===== src/rtl/operand_fetch_pkg.sv =====
// Shared widths, the execute-stage request bundle and a source-match helper
// for the operand_fetch register-read stage.
package operand_fetch_pkg;

  localparam int ADDR   = 32;
  localparam int W_IMM  = 16;
  localparam int W_OPR  = 32;
  localparam int W_RD   = 5;
  localparam int D_INFO = 16;
  localparam int NREG   = 2 ** W_RD;

  typedef struct packed {
    logic [ADDR-1:0]   pc;
    logic [W_IMM-1:0]  imm;
    logic [D_INFO-1:0] d_info;
    logic [W_OPR-1:0]  opr0;
    logic [W_OPR-1:0]  opr1;
    logic [W_RD-1:0]   rd;
    logic              wr;
  } ex_req_t;

  function automatic logic src_hit(input logic use_s, input logic [W_RD-1:0] rs,
                                   input logic [W_RD-1:0] r);
    return use_s & (rs == r);
  endfunction

endpackage


===== src/rtl/operand_fetch_reg_file.sv =====
// 2**W_RD x W_OPR register file: two asynchronous read ports, one synchronous
// write port, synchronous clear on reset.
module reg_file
  import operand_fetch_pkg::*;
(
  input  logic             clk,
  input  logic             reset,
  input  logic [W_RD-1:0]  ra0,
  input  logic [W_RD-1:0]  ra1,
  output logic [W_OPR-1:0] rdata0,
  output logic [W_OPR-1:0] rdata1,
  input  logic             we,
  input  logic [W_RD-1:0]  wa,
  input  logic [W_OPR-1:0] wdata
);

  logic [NREG-1:0][W_OPR-1:0] mem;

  always_ff @(posedge clk) begin
    if (reset)   mem <= '0;
    else if (we) mem[wa] <= wdata;
  end

  assign rdata0 = mem[ra0];
  assign rdata1 = mem[ra1];

endmodule


===== src/rtl/operand_fetch.sv =====
// Register-read stage feeding execute: RF read, RAW hazard bubbles, stage register.
// Optional same-cycle write-back forwarding: define OPERAND_FETCH_BYPASS_EN.
module operand_fetch
  import operand_fetch_pkg::*;
(
  input  logic              clk,
  input  logic              reset,
  input  logic              v_i,
  output logic              stall_o,
  input  logic [ADDR-1:0]   pc_i,
  input  logic [W_IMM-1:0]  imm_i,
  input  logic [D_INFO-1:0] d_info_i,
  input  logic [W_RD-1:0]   rs0_i,
  input  logic              use0_i,
  input  logic [W_RD-1:0]   rs1_i,
  input  logic              use1_i,
  input  logic [W_RD-1:0]   rd_i,
  input  logic              wr_i,
  input  logic              flush_i,
  output logic              v_o,
  input  logic              stall_i,
  output logic [ADDR-1:0]   pc_o,
  output logic [W_IMM-1:0]  imm_o,
  output logic [D_INFO-1:0] d_info_o,
  output logic [W_OPR-1:0]  opr0_o,
  output logic [W_OPR-1:0]  opr1_o,
  output logic [W_RD-1:0]   wb_r_o,
  output logic              wr_o,
  input  logic              wb_i,
  input  logic [W_RD-1:0]   wb_r_i,
  input  logic [W_OPR-1:0]  wb_data_i
);

  logic [W_OPR-1:0] rf0, rf1, src0, src1;
  logic             adv, haz, haz_ex, haz_wb;
  logic             v_q;
  ex_req_t          req_d, req_q;

  reg_file u_rf (
    .clk    (clk),
    .reset  (reset),
    .ra0    (rs0_i),
    .ra1    (rs1_i),
    .rdata0 (rf0),
    .rdata1 (rf1),
    .we     (wb_i),
    .wa     (wb_r_i),
    .wdata  (wb_data_i)
  );

  assign adv    = ~stall_i | ~v_q;
  assign haz_ex = v_i & v_q & req_q.wr &
                  (src_hit(use0_i, rs0_i, req_q.rd) | src_hit(use1_i, rs1_i, req_q.rd));

`ifdef OPERAND_FETCH_BYPASS_EN
  assign src0   = (wb_i && wb_r_i == rs0_i) ? wb_data_i : rf0;
  assign src1   = (wb_i && wb_r_i == rs1_i) ? wb_data_i : rf1;
  assign haz_wb = 1'b0;
`else
  // Without forwarding a write landing this edge is invisible to the async read.
  assign src0   = rf0;
  assign src1   = rf1;
  assign haz_wb = v_i & wb_i &
                  (src_hit(use0_i, rs0_i, wb_r_i) | src_hit(use1_i, rs1_i, wb_r_i));
`endif

  assign haz     = haz_ex | haz_wb;
  assign stall_o = reset ? 1'b0 : flush_i ? 1'b0 : (~adv | haz);

  always_comb begin
    req_d        = '0;
    req_d.pc     = pc_i;
    req_d.imm    = imm_i;
    req_d.d_info = d_info_i;
    req_d.opr0   = src0;
    req_d.opr1   = src1;
    req_d.rd     = rd_i;
    req_d.wr     = wr_i;
  end

  always_ff @(posedge clk) begin
    if (reset) begin
      v_q   <= 1'b0;
      req_q <= '0;
    end else if (flush_i) begin
      v_q      <= 1'b0;
      req_q.wr <= 1'b0;
    end else if (adv) begin
      if (haz) begin
        v_q      <= 1'b0;
        req_q.wr <= 1'b0;
      end else begin
        v_q   <= v_i;
        req_q <= req_d;
      end
    end
  end

  assign v_o      = v_q;
  assign pc_o     = req_q.pc;
  assign imm_o    = req_q.imm;
  assign d_info_o = req_q.d_info;
  assign opr0_o   = req_q.opr0;
  assign opr1_o   = req_q.opr1;
  assign wb_r_o   = req_q.rd;
  assign wr_o     = req_q.wr;

endmodule


===== config.mk =====
export PLATFORM = sky130hd
export DESIGN_NAME = operand_fetch
export DESIGN_NICKNAME = d
export VERILOG_FILES = /design/src/rtl/operand_fetch_pkg.sv /design/src/rtl/operand_fetch_reg_file.sv /design/src/rtl/operand_fetch.sv
export SDC_FILE = /design/constraint.sdc
export NUM_CORES = 2
export LEC_CHECK = 0
export BUFFER_PORTS_ARGS = -buffer_cell sky130_fd_sc_hd__buf_2
export CAP_MARGIN = 20
export CELL_PAD_IN_SITES_DETAIL_PLACEMENT = 1
export CELL_PAD_IN_SITES_GLOBAL_PLACEMENT = 2
export CORE_UTILIZATION = 31
export CTS_BUF_LIST = sky130_fd_sc_hd__clkbuf_4 sky130_fd_sc_hd__clkbuf_8
export DETAILED_ROUTE_END_ITERATION = 7
export PLACE_DENSITY_LB_ADDON = 0.1
export SLEW_MARGIN = 20
export SYNTH_ARGS = -nofsm -noshare
export SYNTH_HDL_FRONTEND = slang
export SYNTH_HIERARCHICAL = 1
export SYNTH_SLANG_ARGS = --single-unit

===== constraint.sdc =====
create_clock -name clk -period 4.9 [get_ports clk]
set_input_delay 0.245 -clock clk [delete_from_list [all_inputs] [get_ports clk]]
set_output_delay 0.245 -clock clk [all_outputs]
set_load 0.005 [all_outputs]

==> impl_metrics.toml <==
[power]
leakagePower_nw = 25.9
vdd_drop_max_uv = 240
power_density_nw_per_um2 = 328

[worst_setup_path]
cp-start-kind = "flop"
r2r_start = "wb_r_o[0]$_SDFFE_PP0P_"
worstSetupStartpoint = "wb_r_o[0]$_SDFFE_PP0P_"
critPathKind = "flop to flop"
r2r-end = "pc_o[14]$_SDFFE_PP0P_"
cpPeakStageDelay_ns = 0.79
worstSetupEndpointType = "flop"
reg2regPathDepth = 6
crit_required_ns = 5.82
reg2reg_setup_slack_ns = 2.00
path_max_fanout = 42
worst_ep_arrival_time_ns = 3.82
crit_slowest_cell = "o2111a_4"
path_cells = "xor2_1, or4_4, o2111a_4, buf_12, mux2i_1, dlygate4sd3_1"

[cells_and_area]
seq_area_um2 = 23200
multi_input_area_um2 = 33200
fin_nets = 7800
n_fill_cell = 22200
area_growth_pct = 17.4
layout-drive-gt1-share_pct = 11.5
fin_cells = 10300

[timing]
timing.final.crit_period_ns = 2.90
rsz0062_at_grt = "no"
finClkSkew_ns = 0.0491
max_freq_mhz = 345
setup_viol = 0
post-route-period-util_pct = 59.1
hold_viol = 0
worst_pin_slew_ns = 1.17
tns_ns = 0
max-slew-margin-rel_pct = 21.6
drv_slew = 0

[synthesis]
syn_area_per_cell_um2 = 7.84
yosysSeqAreaShare_pct = 39.3
synthesis.nets = 7659
synth-seq-cells = 1159
synth_warnings = 6
synthArstFlopShare_pct = 0
synth_edf_count = 0
synth_area_leaders = "dfxtp_1, mux2i_1, nand2_1"
yosys.area.top_type = "dfxtp_1"
synth_ff_type = "dfxtp_1"
syn_area_um2 = 59000
synth_top_area_share_pct = 39.3
synthDistinctLibCells = 38
syn_inst = 7534

[route]
dr_total_vias = 56300
drt_wl_total_mm = 281
drc = 0
vias_per_cell = 5.44
firstDrtPassIters = 5
wl_per_cell_um = 27.1
ant_nets = 0
drtIter0Drc = 3736

[clock_tree]
cts_max_path_buffers = 3
clock-sinks = 1159
cts_resized = 0
cts_inserted_buffers = 220
post_cts_buffers = 0
cts_hold_buf = 198
cts_root_buffer = "clkbuf_8"
cts_tree = "built"
htree_levels = 4
insertion_delay_ns = 1.01
clk_pin_slew_ns = 0.06

[die]
dieWidth_um = 438
initial_core_util_pct = 31.3
die_h_um = 438
ios = 261
rows = 159
core_um2 = 188000
die_area_um2 = 192000

[placed_design]
dp_hpwl_mm = 170
dpl.cell_count = 9750
routabilityCongestion = 0.833
numPortBuffers = 260

[grt]
grt_max_degree = 130
antenna_found_initial = 12
grt_overflow_total = 0
grt_pass1_vias = 57500
grt_pass1_wl_mm = 403
grt_usage_pct = 28.4

[worst_hold_path]
min_to = "wb_r_o[1]$_SDFFE_PP0P_"
hp-class = "input port to flop"
hold_path_depth = 4
min_from = "rd_i[1]"

[job]
max_cap_violations = 0

[status]
status = "finished clean"
-- cells by family after synthesis --
family	Yosys count	share of synthesized area [%]
simple gates	2884	20.3
compound gates	1607	15.4
flops	1159	39.3
mux	1157	19.6
buf+inv	707	5.07
xor+xnor	20	0.297
-- metal layers --
| metal | track usage [%] | share of wire [%] |
|---|---|---|
| met1 | 38.1 | 46 |
| met4 | 8.94 | 2.8 |
| met2 | 46.4 | 46 |
| met5 | 0 | 0 |
| met3 | 4.26 | 4.9 |
-- layout make-up --
class	instances	share of cell area, %
Sequential cell	1159	33.5
Inverter	1	0.00541
Tap cell	2495	4.50
Antenna cell	9	0.0325
Multi-Input combinational cell	5668	47.9
Timing Repair Buffer	625	7.22
Clock buffer	380	6.75
Clock inverter	12	0.117
-- worst max-delay path, delay by kind of cell (launching register included) --
| family | cells | cell delay [ns] |
|---|---|---|
| xor+xnor | 1 | 0.19 |
| compound gates | 1 | 0.79 |
| simple gates | 1 | 0.17 |
| mux | 1 | 0.25 |
| buf+inv | 2 | 0.94 |
| flops | 1 | 0.42 |
-- cells in the mapped netlist (3+ instances only) --
cell      instances
nand2_1        2278
a21oi_1        1219
dfxtp_1        1159
mux2i_1        1157
clkbuf_1        477
nand2b_1        271
nand3_1         198
a22oi_1         192
buf_2           184
a22o_1          128
nor3_1           65
a31oi_1          64
nor2_1           29
buf_1            24
xnor2_1          16
buf_4            13
buf_6             8
nor2_2            8
nand4_1           5
and2_1            4
nor2b_1           4
or2_2             4
xor2_1            4
and3b_1           3
nand3b_1          3
-- registers in the layout (all words and copies together) (netlist names) --
signal and cells:
u_rf/mem 1024, opr0_o 32, opr1_o 32, pc_o 32
d_info_o 16, imm_o 16, wb_r_o 5, v_o 1
wr_o 1
-- placed cells by master, fill, tap and decap left out, drive strengths merged, types with 37 or more instances in the layout --
| cell type | n |
|---|---|
| a21oi | 1219 |
| a22o | 128 |
| a22oi | 192 |
| a31oi | 64 |
| buf | 427 |
| clkbuf | 380 |
| dfxtp | 1159 |
| dlygate4sd3 | 198 |
| mux2i | 1157 |
| nand2 | 2278 |
| nand2b | 271 |
| nand3 | 198 |
| nor2 | 37 |
| nor3 | 65 |
-- how the worst max path moves through the flow --
stage	slack, ns	endpoint
6_report	2.00	pc_o[14]$_SDFFE_PP0P_
5_1_grt	1.87	pc_o[20]$_SDFFE_PP0P_
4_1_cts	1.99	stall_o
3_5_place_dp	1.65	opr0_o[18]$_SDFFE_PP0P_
3_3_place_gp	1.68	opr0_o[18]$_SDFFE_PP0P_
2_1_floorplan	3.04	d_info_o[0]$_SDFFE_PP0P_
-- metrics by stage --
stage / worst slack (ns) / cell area, um2 / util, % / hold WS, ns / total power (W)
2_1_floorplan: 3.04 / 59000 / - / 0.381 / 0.0112
3_5_place_dp: 1.65 / 62600 / 33.2 / 0.460 / 0.0123
5_1_grt: 1.87 / 69300 / 36.8 / 0.0705 / 0.0235
6_report: 2.00 / 69300 / 36.8 / 0.0986 / 0.0227
4_1_cts: 1.99 / 69300 / 36.8 / 0.00712 / 0.0230
3_3_place_gp: 1.68 / 62600 / 33.2 / 0.454 / 0.0123
-- power breakdown --
part,switching [W],leakage (nW),internal (W),total [W]
Sequential,0.000122,9.36,0.00957,0.00969
Combinational,0.00172,14.0,0.000866,0.00259
Clock,0.00452,2.54,0.00592,0.0104
No activity file was read; power rests on OpenSTA's default activity.
